$ cat src/rtl/branch_sequencer.sv
// rtl/branch_sequencer.sv - sequences the CMP comparator for conditional jumps and owns the PC.
// Optional BRANCH_STATS_EN adds saturating taken/not-taken counters.
module branch_sequencer #(
  parameter int              PC_W     = 16,
  parameter logic [PC_W-1:0] RESET_PC = '0
) (
  input  logic            clk,
  input  logic            reset,
  input  logic            instr_valid,
  output logic            instr_ready,
  input  logic [15:0]     instr_word,
  input  logic [15:0]     n_imm,
  input  logic [PC_W-1:0] target_addr,
  output logic [3:0]      rd_addr,
  output logic [3:0]      rs_addr,
  input  logic            reg_valid,
  output logic [3:0]      cmp_cond,
  output logic [15:0]     cmp_n,
  input  logic            cmp_jump,
  output logic [PC_W-1:0] pc,
`ifdef BRANCH_STATS_EN
  output logic [15:0]     taken_count,
  output logic [15:0]     not_taken_count,
`endif
  output logic            branch_taken,
  output logic            illegal_cond
);

  typedef enum logic [1:0] {IDLE, READ, EVAL, UPDATE} state_t;

  state_t          state_q, state_d;
  logic [PC_W-1:0] pc_q, pc_d;
  logic [PC_W-1:0] tgt_q, tgt_d;
  logic [15:0]     n_q, n_d;
  logic [3:0]      cond_q, cond_d;
  logic [3:0]      rd_q, rd_d;
  logic [3:0]      rs_q, rs_d;
  logic [3:0]      cmp_cond_q, cmp_cond_d;
  logic [15:0]     cmp_n_q, cmp_n_d;
  logic            taken_q, taken_d;
  logic            illegal_q, illegal_d;
  logic            cond_legal;

  // Legal codes are 0000-0110 and 1000-1011.
  assign cond_legal = cond_q[3] ? ~cond_q[2] : (cond_q != 4'b0111);

  always_comb begin
    state_d    = state_q;
    pc_d       = pc_q;
    tgt_d      = tgt_q;
    n_d        = n_q;
    cond_d     = cond_q;
    rd_d       = rd_q;
    rs_d       = rs_q;
    cmp_cond_d = cmp_cond_q;
    cmp_n_d    = cmp_n_q;
    taken_d    = 1'b0;
    illegal_d  = 1'b0;
    case (state_q)
      IDLE: begin
        if (instr_valid) begin
          if (instr_word[15:12] == 4'hF) begin
            cond_d  = instr_word[11:8];
            rd_d    = instr_word[7:4];
            rs_d    = instr_word[3:0];
            n_d     = n_imm;
            tgt_d   = target_addr;
            state_d = READ;
          end else begin
            pc_d = pc_q + PC_W'(1);
          end
        end
      end
      READ: begin
        if (reg_valid) begin
          cmp_cond_d = cond_q;
          cmp_n_d    = n_q;
          state_d    = EVAL;
        end
      end
      EVAL: begin
        // The comparator has had the whole EVAL cycle to settle.
        taken_d   = cmp_jump & cond_legal;
        illegal_d = ~cond_legal;
        state_d   = UPDATE;
      end
      UPDATE: begin
        pc_d    = taken_q ? tgt_q : pc_q + PC_W'(1);
        state_d = IDLE;
      end
      default: state_d = IDLE;
    endcase
  end

  always_ff @(posedge clk or posedge reset) begin
    if (reset) begin
      state_q    <= IDLE;
      pc_q       <= RESET_PC;
      tgt_q      <= '0;
      n_q        <= '0;
      cond_q     <= '0;
      rd_q       <= '0;
      rs_q       <= '0;
      cmp_cond_q <= '0;
      cmp_n_q    <= '0;
      taken_q    <= 1'b0;
      illegal_q  <= 1'b0;
    end else begin
      state_q    <= state_d;
      pc_q       <= pc_d;
      tgt_q      <= tgt_d;
      n_q        <= n_d;
      cond_q     <= cond_d;
      rd_q       <= rd_d;
      rs_q       <= rs_d;
      cmp_cond_q <= cmp_cond_d;
      cmp_n_q    <= cmp_n_d;
      taken_q    <= taken_d;
      illegal_q  <= illegal_d;
    end
  end

`ifdef BRANCH_STATS_EN
  logic [15:0] taken_cnt_q, taken_cnt_d;
  logic [15:0] ntaken_cnt_q, ntaken_cnt_d;

  always_comb begin
    taken_cnt_d  = taken_cnt_q;
    ntaken_cnt_d = ntaken_cnt_q;
    if (state_q == UPDATE) begin
      if (taken_q) begin
        if (taken_cnt_q != 16'hFFFF) taken_cnt_d = taken_cnt_q + 16'd1;
      end else begin
        if (ntaken_cnt_q != 16'hFFFF) ntaken_cnt_d = ntaken_cnt_q + 16'd1;
      end
    end
  end

  always_ff @(posedge clk or posedge reset) begin
    if (reset) begin
      taken_cnt_q  <= '0;
      ntaken_cnt_q <= '0;
    end else begin
      taken_cnt_q  <= taken_cnt_d;
      ntaken_cnt_q <= ntaken_cnt_d;
    end
  end

  assign taken_count     = taken_cnt_q;
  assign not_taken_count = ntaken_cnt_q;
`endif

  assign instr_ready  = (state_q == IDLE);
  assign pc           = pc_q;
  assign rd_addr      = rd_q;
  assign rs_addr      = rs_q;
  assign cmp_cond     = cmp_cond_q;
  assign cmp_n        = cmp_n_q;
  assign branch_taken = taken_q;
  assign illegal_cond = illegal_q;

endmodule

$ cat config.mk
export PLATFORM = sky130hd
export DESIGN_NAME = branch_sequencer
export DESIGN_NICKNAME = d
export VERILOG_FILES = /design/src/rtl/branch_sequencer.sv
export SDC_FILE = /design/constraint.sdc
export NUM_CORES = 1
export LEC_CHECK = 0
export ABC_CLOCK_PERIOD_IN_PS = 5140
export BUFFER_PORTS_ARGS = -buffer_cell sky130_fd_sc_hd__buf_2
export CAP_MARGIN = 20
export CORE_MARGIN = 2
export CORE_UTILIZATION = 45
export CTS_BUF_LIST = sky130_fd_sc_hd__clkbuf_16
export CTS_CLUSTER_DIAMETER = 120
export DETAILED_ROUTE_END_ITERATION = 10
export PLACE_DENSITY = 0.7
export RECOVER_POWER = 25
export SLEW_MARGIN = 30
export SYNTH_ARGS = -nofsm -noshare
export SYNTH_HDL_FRONTEND = slang
export SYNTH_SLANG_ARGS = --single-unit
$ cat constraint.sdc
create_clock -name clk -period 5.14 [get_ports clk]
set_clock_uncertainty 0.2 [all_clocks]
set_input_delay 0.514 -clock clk [delete_from_list [all_inputs] [get_ports clk]]
set_output_delay 0.514 -clock clk [all_outputs]
set_load 0.02 [all_outputs]
Word level (Yosys, flattened, before mapping) --
Cells that the tools add are included.
Word-level totals: output and inout bits 47, register bits 84
Operators by class: add/sub/neg operators 1, reduce and logical (&&, ||, !) cells 6, eq/ne operators 9, muxes and demuxes 11, bitwise operators 3
Operators by type and width (count):
- 16-bit two-way mux | 3
- 16-bit case mux with 2 select lines | 1
- 16-bit by 1-bit adder with 16-bit output, second input constant | 1
- 3-bit AND reduction | 3
- 2-bit case mux with 4 select lines | 1
- 2-bit two-way mux | 3
- 2-bit != test, second input constant | 3
- 2-bit == test, second input constant | 2
- 4-bit == test, second input constant | 1
- 4-bit by 3-bit != test with 1-bit output, second input constant | 1
- 1-bit two-way mux | 3
- 2-bit by 1-bit == test with 1-bit output, second input constant | 1
- 2-bit logical NOT | 1
- 2-bit by 1-bit != test with 1-bit output, second input constant | 1
- 1-bit NOT | 2
- 2-bit AND reduction | 1
- 2-bit nonzero test | 1
- 1-bit bitwise AND | 1

Depth between registers and ports, before layout --
word-level depth 4, mapped depth 8

Least setup slack after synthesis --
Ideal clock, no wire load.
path kind register to register, start point register state_q[0], end point register pc_q[8] (netlist: pc[8]), required time 4.819 ns, library setup time 0.121 ns, clock period less this slack 1.937 ns, setup slack 3.203 ns, data arrival time 1.616 ns, stages on the path, launching flop included 9, path buffers 2, cell sequence dfrtp_1 inv_1 ha_1 buf_2 nor2b_1 a31oi_1 buf_2 a21oi_1 o22a_1
On the way: word-level cells in the longest chain between the ends 3, elaborated cells between the ends (all ways) 7, classes of those cells eq/ne (3); mux (1); reduce/logical (3)
Ends and longest elaborated chain:
- start, declared | RTL line 31 | state_t state_q, state_d;
- start signal, assigned | RTL line 109 | state_q <= state_d;
- 2-bit logical NOT (*)
- via instr_ready | RTL line 10 | output logic instr_ready,
- 2-bit != test (no source line) or 2-bit nonzero test (tied branches)
- 3-bit AND reduction (no source line)
- end signal, assigned | RTL line 110 | pc_q <= pc_d;
- end, declared | RTL line 32 | logic [PC_W-1:0] pc_q, pc_d;
The timed path passes the listed nets; every way through them passes the cells marked *. A chain may end at the register's enable or synchronous reset.

==> reports/metrics.yaml <==
drcViolationCount: 0
grt_pass1_vias: 2657
use_met2_pct: 28.8
start_util_pct: 46.8
rows: 32
grt_first_pass_wirelength_mm: 12.7
use_met1_pct: 24.4
finalWeightedCongestion: 0.884
design_area_mm2: 0.00456
clk_latency_ns: 0.33
cts_hold_buf: 1
tns_ns: 0
placed_area_mm2: 0.00422
ys_warn_count: 0
synth_area_mm2: 0.00365
die_h_um: 94.1
drt-initial-drc-count: 97
grt_antenna_before_repair: 0
cts_root_buf: "clkbuf_16"
coreArea_mm2: 0.00781
post_cts_resized: 0
dpl.hpwl_mm: 5.35
slew_headroom_pct: 25.7
period_minus_slack_ns: 2.37
io_buffers: 99
synth.avg_cell_area_um2: 12.8
synthTopCellsByArea: "dfrtp_1, mux2_1, mux2_2"
post-cts-setup-buffers: 0
hold_violations: 0
setup_viol: 0
wl_mm: 7.67
whs_ns: 0.189
drt_pass1_iterations: 4
synth.area.mux_share_pct: 20.0
diodes: 0
power_uw: 2700
postSynth.asyncResetShare_pct: 100
cts.htree.levels: 3
grt_setup_unrepaired: "false"
grt_use_met3_pct: 7.70
synthCells: 286
crit_path_start_kind: "input port"
cts_inserted_buffers: 9
peakVddDrop_mv: 0.271
cpMaxStageDelayCell: "buf_4"
synthAdderAreaFrac_pct: 1.71
seq_area_frac_synth_pct: 57.5
grt-ovfl-total: 0
synth_compound_area_share_pct: 10.1
avgViaCountPerCell: 5.35
min_path_type: "input port to register"
synth_top_cells_by_count: "dfrtp_1, mux2_1, mux2_2"
outcome: "finished clean"
syn_to_final_growth_pct: 24.8
clk_transition_reported_paths_ns: 0.06
busiest_layer: "met2"
synth_top_family_by_area: "multiplexers"
p_per_area_mw_per_mm2: 593
cp_cell_sequence: "dlygate4sd3_1 > clkbuf_1 > clkinvlp_2 > buf_4"
synth_edf_count: 0
maxCapViolCount: 0
timing.fmax_mhz: 422
die_area_mm2: 0.00886
fin_nets: 441
cp.required_ns: 5.32
grt_max_degree: 60
worstMarginPinSlew_ns: 1.11
synth_nets: 344
synth_cell_type_count: 41
finalMaxSlewViolations: 0
critPathMaxFanout: 59
synth_xor_area_share_pct: 0
via_count: 2620
num_io_pins: 100
floorplan.die.width_um: 94.1
leakage_uw: 0.00225
fin_crit_sh_pct: 46.1
grtUsageTotal_pct: 18.9
synthSimpleGateAreaFrac_pct: 7.84
cts_tree: "built"
clock_path_buffers: 2
drt-wirelength-per-cell_um: 15.6
synth_top_area_cell: "dfrtp_1"
clock_sinks: 84
drive_gt1_share_pct: 31.2
r2r_slack_ns: 2.88
slowest_delay_ns: 0.74
fillers: 686
yosysMostFrequentCell: "dfrtp_1"
ant_nets: 0
synth-seq-cells: 84
yosys.area.top_type_share_pct: 57.5
critPathCaptureType: "async pin"
worstSetupPathType: "input port to async pin"
synth-main-ff-cell: "dfrtp_1"
critPathArrivalTime_ns: 2.55
[area by class of cell]
cell class                      count  area [um^2]  share of cell area, %
Clock inverter                      7          139                   3.05
Multi-Input combinational cell    180         1450                   31.8
Timing Repair Buffer              103          495                   10.9
Sequential cell                    84         2100                   46.1
Tap cell                          102          128                   2.80
Clock buffer                        9          225                   4.94
Inverter                            5         20.0                  0.439
[logic make-up (layout without fill, tap and decap cells)]
kind of cell             count (synthesis)  count (layout)
buffers and inverters                   22             124
flip-flops                              84              84
adder cells (fa/ha/maj)                  5               5
AO/OA/AOI/OAI                           55              55
multiplexers                            65              65
AND/OR/NAND/NOR                         55              55
[routing by layer]
metal | part of all wire [%] | vias up
li1 | - | 1234
met1 | 43 | 1297
met2 | 47 | 78
met3 | 8.4 | 11
met4 | 1.5 | 0
met5 | 0 | -
[flip-flops by register name, indices dropped and copies added, names as in the netlist]
| signal | flops |
|---|---|
| branch_taken | 1 |
| cmp_cond | 4 |
| illegal_cond | 1 |
| cond_q | 4 |
| state_q | 2 |
| pc | 16 |
| cmp_n | 16 |
| tgt_q | 16 |
| rd_addr | 4 |
| n_q | 16 |
| rs_addr | 4 |
[where the power goes]
group	switching [uW]	internal, uW	total, uW
Combinational	466	344	811
Clock	257	523	779
Sequential	185	927	1110
[path summary, 6_finish.rpt]
check	from	endpoint	cells past startpoint
min in group asynchronous	reset	n_q[1]	3
worst min register to register	n_q[7]	n_q[7]	1
worst max-delay path	reset	rd_addr[0]	4
max in group clk	state_q[0]	pc[15]	5
worst max register to register	state_q[0]	pc[15]	5
worst min-delay path	target_addr[8]	tgt_q[8]	2
[cells in the final DEF, fill, tap and decap left out, types with 3 or more instances in the layout]
cell,n
bufinv_16,4
a31oi_1,4
buf_4,3
and2_1,4
nand3_1,6
nand4_1,3
nor2_1,12
dfrtp_1,84
clkbuf_16,9
and3_1,4
clkbuf_1,26
inv_1,4
o21ai_0,12
ha_1,5
mux2_1,40
nand2_1,16
a32oi_1,3
o211ai_1,3
mux2_2,24
a21oi_1,13
buf_2,73
[through the flow]
stage | util (%) | std cells | setup slack (ns)
after CTS | 58.8 | 490 | 2.87
after global placement | 54.0 | 473 | 2.93
final | 58.4 | 490 | 2.77
after floorplan | - | 286 | 2.26
after global routing | 58.4 | 490 | 2.39
after detailed placement | 54.0 | 473 | 2.88
[critical path, delay by kind of cell]
family	cells	cell delay [ns]
buffers and inverters	4	2.02
Note: power is estimated with default switching activity, not from simulation.
